`src/rtl/module_bin_bcd.sv`:
```
// Sequential binary-to-BCD converter (shift-add-3 / double dabble).
// Accepts a WIDTH-bit unsigned value on start, clamps it to MAX_VAL and
// emits four registered BCD digits with a one-cycle listo pulse.
module module_bin_bcd #(
  parameter int unsigned WIDTH   = 14,
  parameter int unsigned MAX_VAL = 9999
) (
  input  logic             clk,
  input  logic             rst,
  input  logic [WIDTH-1:0] valor,
  input  logic             start,
  output logic [3:0]       unidades_input,
  output logic [3:0]       decenas_input,
  output logic [3:0]       centenas_input,
  output logic [3:0]       millares_input,
  output logic             listo,
  output logic             busy,
  output logic             sat
);

  localparam int unsigned CW = $clog2(WIDTH + 1);

  typedef enum logic [1:0] {
    S_IDLE,
    S_SHIFT,
    S_DONE
  } state_t;

  state_t           r_state;
  state_t           w_next;
  logic [CW-1:0]    r_cnt;
  logic [15:0]      r_bcd;
  logic [WIDTH-1:0] r_bin;
  logic             r_ovf;

  logic             w_ovf;
  logic [WIDTH-1:0] w_load;
  logic [15:0]      w_adj;
  logic [WIDTH+15:0] w_sr;

  // Clamp the incoming value; comparison is done at 32 bits so MAX_VAL
  // may exceed the representable range of narrow WIDTH settings.
  always_comb begin
    w_ovf  = (32'(valor) > MAX_VAL);
    w_load = w_ovf ? WIDTH'(MAX_VAL) : valor;
  end

  // Add-3 correction on every nibble >= 5, then shift {bcd,bin} left by one.
  always_comb begin
    w_adj = r_bcd;
    for (int unsigned i = 0; i < 4; i++) begin
      if (r_bcd[i*4 +: 4] >= 4'd5) begin
        w_adj[i*4 +: 4] = r_bcd[i*4 +: 4] + 4'd3;
      end
    end
    w_sr = {w_adj, r_bin} << 1;
  end

  // State register.
  always_ff @(posedge clk or negedge rst) begin
    if (!rst) begin
      r_state <= S_IDLE;
    end else begin
      r_state <= w_next;
    end
  end

  // Next-state logic: last shift happens when the counter is at 1.
  always_comb begin
    w_next = r_state;
    case (r_state)
      S_IDLE:  if (start) w_next = S_SHIFT;
      S_SHIFT: if (r_cnt == CW'(1)) w_next = S_DONE;
      S_DONE:  w_next = S_IDLE;
      default: w_next = S_IDLE;
    endcase
  end

  // Conversion datapath: load on accepted start, shift while in SHIFT.
  always_ff @(posedge clk or negedge rst) begin
    if (!rst) begin
      r_bcd <= '0;
      r_bin <= '0;
      r_cnt <= '0;
      r_ovf <= 1'b0;
    end else begin
      case (r_state)
        S_IDLE: begin
          if (start) begin
            r_bcd <= '0;
            r_bin <= w_load;
            r_cnt <= CW'(WIDTH);
            r_ovf <= w_ovf;
          end
        end
        S_SHIFT: begin
          r_bcd <= w_sr[WIDTH+15:WIDTH];
          r_bin <= w_sr[WIDTH-1:0];
          r_cnt <= r_cnt - CW'(1);
        end
        default: ;
      endcase
    end
  end

  // Output registers: digits and sat only change in DONE, listo pulses once.
  always_ff @(posedge clk or negedge rst) begin
    if (!rst) begin
      unidades_input <= '0;
      decenas_input  <= '0;
      centenas_input <= '0;
      millares_input <= '0;
      sat            <= 1'b0;
      listo          <= 1'b0;
    end else begin
      listo <= 1'b0;
      if (r_state == S_DONE) begin
        unidades_input <= r_bcd[3:0];
        decenas_input  <= r_bcd[7:4];
        centenas_input <= r_bcd[11:8];
        millares_input <= r_bcd[15:12];
        sat            <= r_ovf;
        listo          <= 1'b1;
      end
    end
  end

  // Busy covers SHIFT and DONE.
  always_comb begin
    busy = (r_state != S_IDLE);
  end

endmodule
```
`config.mk`:
```
export PLATFORM = sky130hd
export DESIGN_NAME = module_bin_bcd
export DESIGN_NICKNAME = d
export VERILOG_FILES = /design/src/rtl/module_bin_bcd.sv
export SDC_FILE = /design/constraint.sdc
export NUM_CORES = 1
export LEC_CHECK = 0
export ABC_AREA = 1
export BUFFER_PORTS_ARGS = -buffer_cell sky130_fd_sc_hd__buf_4
export CAP_MARGIN = 20
export CORE_MARGIN = 2
export CORE_UTILIZATION = 40
export CTS_CLUSTER_DIAMETER = 120
export CTS_CLUSTER_SIZE = 25
export DETAILED_ROUTE_END_ITERATION = 8
export GPL_TIMING_DRIVEN = 0
export PLACE_DENSITY = 0.58
export RECOVER_POWER = 100
export SLEW_MARGIN = 20
export SYNTH_ARGS = -nofsm -noshare
export SYNTH_HDL_FRONTEND = slang
export SYNTH_SLANG_ARGS = --single-unit
export TNS_END_PERCENT = 10
```
`constraint.sdc`:
```
create_clock -name clk -period 2.05 [get_ports clk]
set_input_delay 0.41 -clock clk [delete_from_list [all_inputs] [get_ports clk]]
set_output_delay 0.41 -clock clk [all_outputs]
set_load 0.02 [all_outputs]
```
; ---- Word level (Yosys, flattened, before mapping)
; Index checks and enable logic that the tools add are counted.
[word_totals]
ff_bits = 55
output_inout_bits = 19
in_bits = 17
elab_cells = 47
[op_classes]
order_cmp = 5
muxes = 15
addsub = 5
n_reduce_logical = 6
eq_ne = 5
[ops]
columns = operator, n
row1 = case mux 16 bit (2 select lines), 1
row2 = two-way mux 14 bit, 2
row3 = case mux 14 bit (2 select lines), 1
row4 = >= comparator 4 x 3 -> 1 bit (second input constant), 4
row5 = two-way mux 16 bit, 1
row6 = two-way mux 4 bit, 4
row7 = > comparator 14 bit (second input constant), 1
row8 = adder 4 x 2 -> 4 bit (second input constant), 3
row9 = case mux 4 bit (2 select lines), 1
row10 = AND reduction 2 bit, 3
row11 = == test 4 x 1 -> 1 bit (second input constant), 1
row12 = two-way mux 2 bit, 2
row13 = inequality test 2 bit (second input constant), 2
row14 = case mux 2 bit (2 select lines), 1
row15 = nonzero test 2 bit, 2
row16 = subtractor 4 x 1 -> 4 bit (second input constant), 1
row17 = adder 3 x 2 -> 3 bit (second input constant), 1
row18 = two-way mux 3 bit, 1
row19 = == test 2 x 1 -> 1 bit (second input constant), 1
row20 = == test 2 bit (second input constant), 1
row21 = logical NOT 2 bit, 1
row22 = two-way mux 1 bit, 1

; ---- Logic depth before layout (Yosys ltp)
; Gate-level depths: netlist of run 1.
[logic_depth]
word_depth = 4
mapped_depth = 8

; ---- Least setup slack after synthesis of run 1
; OpenSTA, ideal clock, no wires.
[synth_timing]
kind = register -> register
from = register r_bcd[0]
to = register r_bcd[2]
t_required_ns = 1.927
setup_ns = 0.123
stages_incl_launch_ff = 8
setup_slack_ns = 0.873
synth_period_minus_slack_ns = 1.177
t_arrival_ns = 1.054
path_cell_list = dfrtp_1 -> inv_1 -> ha_1 -> inv_1 -> nand2_1 -> nand3_1 -> o21ai_0 -> nand2_1
[synth_between]
elab_chain_cells = 3
word_cells_on_any_way = 4
cone_classes = add/sub: 1 / order compare: 1 / mux: 2
[synth_lines]
columns = item, line_no
row1 = start: declaration, 32  ; logic [15:0] r_bcd;
row2 = start signal: assignment, 97  ; r_bcd <= w_sr[WIDTH+15:WIDTH];
row3 = adder 4 x 2 -> 4 bit or >= comparator 4 x 3 -> 1 bit (tied branches), "53, 52"
row4 = two-way mux 4 bit *, 52  ; if (r_bcd[i*4 +: 4] >= 4'd5) begin
row5 = case mux 16 bit (2 select lines) *, 87  ; case (r_state)
; Every way passes the cells marked *; elsewhere a longest branch is shown, timed or not.
; A chain may end at the register's enable or synchronous reset.

; ---- Final worst setup path of run 1
[layout_timing]
from = register r_state[0]
to = register r_bin[10]
[layout_between]
elab_chain_cells = 3
word_cells_on_any_way = 6
cone_classes = eq/ne: 2 / mux: 1 / reduce/logical: 3
[layout_lines]
columns = item, line_no
row1 = start: declaration, 29  ; state_t r_state;
row2 = start signal: assignment, 64  ; r_state <= w_next;
row3 = == test 2 x 1 -> 1 bit or logical NOT 2 bit (tied branches), 87
row4 = nonzero test 2 bit (no line) or inequality test 2 bit (tied branches), n/a
row5 = AND reduction 2 bit (no line), n/a
row6 = end signal: assignment, 91  ; r_bin <= w_load;
row7 = end signal: assignment, 98  ; r_bin <= w_sr[WIDTH-1:0];
row8 = end: declaration, 33  ; logic [WIDTH-1:0] r_bin;
; Several ways; a longest one is shown, not always the timed one.

==> results of run 1 <==
==> layer usage <==
metal | vias to the layer above | part of all wire (%) | GRT usage, %
met3 | 2 | 3.9 | 2.950
met1 | 945 | 51 | 23.83
met2 | 33 | 45 | 26.26
li1 | 1060 | - | -
met5 | - | 0 | 0
met4 | 0 | 0.11 | 3.030
==> registers in the layout, indices dropped and copies added (netlist names) <==
register	cells
decenas_input	4
r_bin	14
r_bcd	16
unidades_input	4
r_state	2
millares_input	4
centenas_input	4
r_cnt	4
listo	1
r_ovf	1
sat	1
==> worst max-delay path by stage <==
stage                      startpoint               endpoint
2_1_floorplan    r_bcd[0]$_DFFE_PN0P_   r_bcd[2]$_DFFE_PN0P_
3_3_place_gp                    start  r_bin[10]$_DFFE_PN0P_
3_5_place_dp                    start  r_bin[10]$_DFFE_PN0P_
4_1_cts        r_state[1]$_DFFE_PN0P_                   busy
5_1_grt        r_state[0]$_DFFE_PN0P_  r_bin[10]$_DFFE_PN0P_
6_report       r_state[0]$_DFFE_PN0P_  r_bin[10]$_DFFE_PN0P_
==> kinds of logic (layout without fill, tap and decap cells) <==
family / after synthesis / after routing
adders and majority gates: 10 / 10
and+or+nand+nor: 133 / 133
AOI/OAI and AO/OA: 60 / 60
DFF: 55 / 55
xor gates and xnor gates: 3 / 3
buffers and inverters: 43 / 86
==> area by class of cell <==
type | count | share of cell area, %
repair buffers | 35 | 6.450
clock inverters | 3 | 0.5126
well taps | 77 | 3.289
flip-flops and latches | 55 | 46.99
inverters | 34 | 4.357
clock buffers | 5 | 2.349
multi-input cells | 206 | 34.60
plain buffers | 9 | 1.452
==> critical path: cells and delay by family, from the launching register on <==
kind                   cells  cell delay (ns)
AOI/OAI and AO/OA          1             0.34
buffers and inverters      1             0.52
and+or+nand+nor            3             0.25
DFF                        1             0.41
==> through the flow <==
| step | cells | cell area [um^2] |
|---|---|---|
| 2_1_floorplan | 304 | 2582 |
| 3_3_place_gp | 416 | 2942 |
| 3_5_place_dp | 416 | 2942 |
| 4_1_cts | 424 | 3025 |
| 5_1_grt | 424 | 2929 |
| 6_report | 424 | 2929 |
==> power by group through the flow <==
stage	Sequential (W)	Clock (W)	Combinational (W)
finish	0.00183	0.000587	0.00208
global route	0.00190	0.000663	0.00247
CTS	0.00184	0.000615	0.00226
detailed placement	0.00186	0	0.00226
global placement	0.00185	0	0.00221
floorplan	0.00194	0	0.00150
==> layout by cell type, fill, tap and decap left out, drive strengths merged <==
cell type and instances:
nand2 90, dfrtp 55, o21ai 41, inv 34, clkbuf 32, nor2 23
nand3 19, buf 17, ha 10, o22ai 6, a21oi 6, a22oi 5
xor2 3, clkinv 3, nand4 1, o221ai 1, a31oi 1
==> impl_results.md, run 1 <==
* Worst r2r src: r_state[0]$_DFFE_PN0P_
* Final hold vios at 0
* Adder-Cell Fraction of Synth Area at 4.845%
* Final Net Count at 373
* DR iter-0 viols at 173
* PortBufs at 35
* Flop-to-flop setup slack at 0.41 ns
* Post-synth top area cell: dfrtp_1
* Synthesized area at 2582 um^2
* FP Rows at 29
* Min-Delay Startpoint: valor[3]
* Clock share of power at 13.0%
* Total power at 0.004500 W
* Skew-Pair Late Insertion Delay at 0.30 ns
* Mean post-synth cell area at 8.495 um^2
* Die X at 84.35 um
* Hold WS at 0.3003 ns
* Fmax at 611.5 MHz
* Post-synth EDFFs at 0
* I/O Pins at 36
* Final core occ at 46.39%
* Worst clock skew at 0.008734 ns
* Syn Inst Count at 304
* Worst slew pin tran at 1.404 ns
* Crit Path Max Fanout at 10
* Most common cell in the netlist: nand2_1
* Drt pass-1 iters at 4
* HPWL Detailed at 3.783 mm
* Ys async rst share at 100.0%
* GRT Resource Usage Total at 16.44%
* RD Place Congestion at 0.7775
* Root buf cell: clkbuf_8
* # DRC at 0
* Clock-pin slew on the worst setup and hold paths at 0.10 ns
* Hold Buf Count CTS at 0
* Longest Clk Path Bufs at 2
* Pwr per Cell Area at 1536 nW/um^2
* Final Setup Violations at 0
* WHS Endpoint: r_bin[3]$_DFFE_PN0P_
* Comb power frac at 46.3%
* Sw Share at 44.11%
* Layout cells sized above 1 at 8.069%
* Via count at 2040
* Ys flop type: dfrtp_1
* Vias in the first global route at 1988
* Synth top cells by count: nand2_1, dfrtp_1, o21ai_0, inv_1, nor2_1
* Worst R2R Path Depth at 5
* Synth unique cells at 24
* Area of the core at 6314 um^2
* Initial Util at 40.90%
* Pin count of the biggest net entering global routing at 56
* CP max stage delay at 0.52 ns
* Normalized max-slew margin at 6.381%
* Synth top area share at 53.29%
* Gr ovfl total at 0
* Total CTS buffers at 5
* Fin crit period at 1.635 ns
* Worst slack, placed at 0.5185 ns
* Net Sw Power at 0.001985 W
* Syn nets at 331
* RSZ-0062 raised after global routing: false
* Crit-path most repeated cell: nand2_1
* CP max stage cell: clkbuf_1
* H-tree depth at 2
* Diode count at 0
* Routed wire per std cell at 12.68 um
* Peak supply drop at 584.6 uV
* Xor and xnor area share after synthesis at 1.017%
* R2r endpoint: r_bin[10]$_DFFE_PN0P_
* Final ANT Viol Nets at 0
* Required time worst endpoint at 2.24 ns
* Flops & latches, synth at 55
* Cell Int Power at 0.002515 W
* Worst Hold Class: in -> reg
* Synth Area in Compound Gates at 12.74%
* CTS tree: built
* WHS Path Cells at 3
* Synthesis-to-layout area growth at 13.42%
* Post-CTS setup buffer count at 0
* Outcome: complete, no violations
* Register area at 1376 um^2
* Worst Setup End Kind: register
* Part of the power in registers at 40.6%
* Routed WL at 5.378 mm
* Die height at 84.35 um
* Leakage power at 1.492 nW
* Crit path cell chain: o21ai_2 > clkbuf_1 > nor2_1 > nand2_1 > nand2_1
* Multiplexer area fraction after synthesis at 0%
* YS warnings at 0
* Die ar. at 7115 um^2
* Main combinational cell family by area after synthesis: simple AND/OR/NAND/NOR gates
* Simple-gate share of the synthesized area at 20.74%
* CTS resizes at 0
* Max-Cap Viols at 0
* Via density at 4.811
* Final WS setup at 0.4148 ns
* First-pass GRT wire length at 9.528 mm
* Setup TNS at 0 ns
* Area of the multi-input gates at 1013 um^2
* CP arrival at 1.83 ns
* WS Path Type: reg -> reg
* Fillers at 668
* Tcrit/Tclk final at 79.77%
* Crit start category: register
* CTS sink count at 55
* Max-slew violation total from the final report at 0
* Initial antenna violation count at 0
* Register area share after synthesis at 53.29%
* Top area cells in the synthesized netlist: dfrtp_1, nand2_1, o21ai_0
No activity file was read; power rests on OpenSTA's default activity.
==> inputs of run 2 (changes only) <==
Clock period 2.05 ns to 1.65 ns, I/O delays scaled along.
==> impl_results.md, run 2 (synthesis gave the netlist of run 1 again) <==
* Normalized max-slew margin at 6.274% (-0.11 points)
* Routed wire per std cell at 12.68 um (unchanged)
* Crit path from: r_state[0]$_DFFE_PN0P_
* Crit Path Max Fanout at 10 (unchanged)
* H-tree depth at 2 (unchanged)
* Final Net Count at 373 (unchanged)
* Worst r2r src: r_state[0]$_DFFE_PN0P_
* Die X at 84.35 um (unchanged)
* Outcome: complete, no violations
* Pwr per Cell Area at 1910 nW/um^2 (+24%)
* Fillers at 664 (-0.60%)
* Routed WL at 5.378 mm (unchanged)
* Worst slew pin tran at 1.406 ns (+0.001615 ns)
* First-pass GRT wire length at 9.528 mm (unchanged)
* GRT Resource Usage Total at 16.44% (unchanged)
* # DRC at 0 (unchanged)
* PortBufs at 35 (unchanged)
* Most flops, register: r_bcd
* Final core occ at 46.49% (+0.099 points)
* Drt pass-1 iters at 4 (unchanged)
* Tcrit/Tclk final at 88.39% (+8.6 points)
* Setup TNS at 0 ns (unchanged)
* Regs by FF count: r_bcd: 16 flops, r_bin: 14 flops
* Flop-to-flop setup slack at 0.19 ns (-0.22 ns)
* Layout cells sized above 1 at 9.798% (+1.7 points)
* Required time worst endpoint at 1.85 ns (-0.39 ns)
* Root buf cell: clkbuf_8
* Leakage power at 1.508 nW (+1.0%)
* CTS resizes at 0 (unchanged)
* CTS sink count at 55 (unchanged)
* Max-Cap Viols at 0 (unchanged)
* HPWL Detailed at 3.783 mm (unchanged)
* Worst Setup End Kind: register
* Fin crit period at 1.458 ns (-0.1768 ns)
* Vias in the first global route at 1988 (unchanged)
* Hold Buf Count CTS at 0 (unchanged)
* Via count at 2036 (-0.20%)
* Die ar. at 7115 um^2 (unchanged)
* Total CTS buffers at 5 (unchanged)
* Synthesis-to-layout area growth at 13.66%
* Peak supply drop at 777.3 uV (+33%)
* CTS tree: built
* Fmax at 685.7 MHz (+12%)
* Max FFs per register at 16 (unchanged)
* Final ANT Viol Nets at 0 (unchanged)
* Crit start category: register
* Final Setup Violations at 0 (unchanged)
* RD Place Congestion at 0.7775 (unchanged)
* Most common cell after layout, fill and taps aside: nand2_1
* Post-CTS setup buffer count at 0 (unchanged)
* Initial antenna violation count at 0 (unchanged)
* Hold WS at 0.2205 ns (-0.07976 ns)
* R2r endpoint: r_bin[10]$_DFFE_PN0P_
* Worst R2R Path Depth at 5 (unchanged)
* Skew-Pair Late Insertion Delay at 0.30 ns (about the same)
* Die height at 84.35 um (unchanged)
* Gr ovfl total at 0 (unchanged)
* Worst Hold Class: in -> reg
* Most frequent cells in the layout: nand2_1, dfrtp_1, o21ai_0
* Clock-pin slew on the worst setup and hold paths at 0.10 ns (about the same)
* Diode count at 0 (unchanged)
* RSZ-0062 raised after global routing: false
* WS Path Type: reg -> reg
* Area of the core at 6314 um^2 (unchanged)
* DR iter-0 viols at 163 (-5.8%)
* Pin count of the biggest net entering global routing at 56 (unchanged)
* Max-slew violation total from the final report at 0 (unchanged)
* FP Rows at 29 (unchanged)
* CP Capture Point: r_bin[10]$_DFFE_PN0P_
* Longest Clk Path Bufs at 2 (unchanged)
* CP arrival at 1.65 ns (-0.18 ns)
* I/O Pins at 36 (unchanged)
* Worst clock skew at 0.007965 ns (-0.0007690 ns)
* Initial Util at 40.90% (unchanged)
* Final hold vios at 0 (unchanged)
* Via density at 4.802 (-0.20%)
-- run 2: cell counts in the layout (fill, tap and decap cells not counted) --
No cell type changed its count.
-- run 2: worst min-delay path by stage --
stage,depth (start not counted),endpoint,slack (ns),from
6_report,3,r_bin[3]$_DFFE_PN0P_,0.22,valor[3]
5_1_grt,3,r_bin[1]$_DFFE_PN0P_,0.21,valor[1]
4_1_cts,1,r_bin[0]$_DFFE_PN0P_,0.1,rst
3_5_place_dp,1,r_cnt[1]$_DFFE_PN0P_,0.44,rst
3_3_place_gp,1,r_cnt[1]$_DFFE_PN0P_,0.44,rst
2_1_floorplan,0,centenas_input[0]$_DFFE_PN0P_,0.03,rst
-- run 2: metal layers --
metal / GRT usage, % / share of wire [%]
met1: 23.83 / 51
met2: 26.26 / 44
met3: 2.950 / 4.3
met4: 3.030 / 0.11
met5: 0 / 0
-- run 2: report_power, final --
part	total (W)	leakage [nW]	internal, W	switching, W
combinational	0.00260	0.760	0.000917	0.00168
sequential	0.00227	0.700	0.00193	0.000348
clock	0.000732	0.0477	0.000292	0.000440
total	0.00561	1.51	0.00314	0.00247
-- run 2: layout make-up --
type | instances | area (um^2) | area share [%]
plain buffers | 9 | 48.80 | 1.662
flip-flops and latches | 55 | 1376 | 46.89
repair buffers | 35 | 188.9 | 6.436
inverters | 34 | 127.6 | 4.348
clock inverters | 3 | 15.01 | 0.5115
multi-input cells | 206 | 1013 | 34.53
well taps | 77 | 96.34 | 3.282
clock buffers | 5 | 68.82 | 2.344
-- run 2: through the flow --
step                instances  power (W)  cell area [um^2]  setup WS, ns
finish                    424   0.005606              2935        0.1916
global route              424   0.006267              2935       0.06310
CTS                       424   0.005857              3025        0.1950
detailed placement        416   0.005116              2942        0.1985
global placement          416   0.005044              2942        0.2189
floorplan                 304   0.004273              2582        0.4730
-- run 2: critical path, cell delays in order (launching register included) --
cell      delay (ns)
dfrtp_1         0.42
o21ai_2         0.37
clkbuf_2        0.36
nor2_1          0.09
nand2_1         0.08
nand2_1         0.05
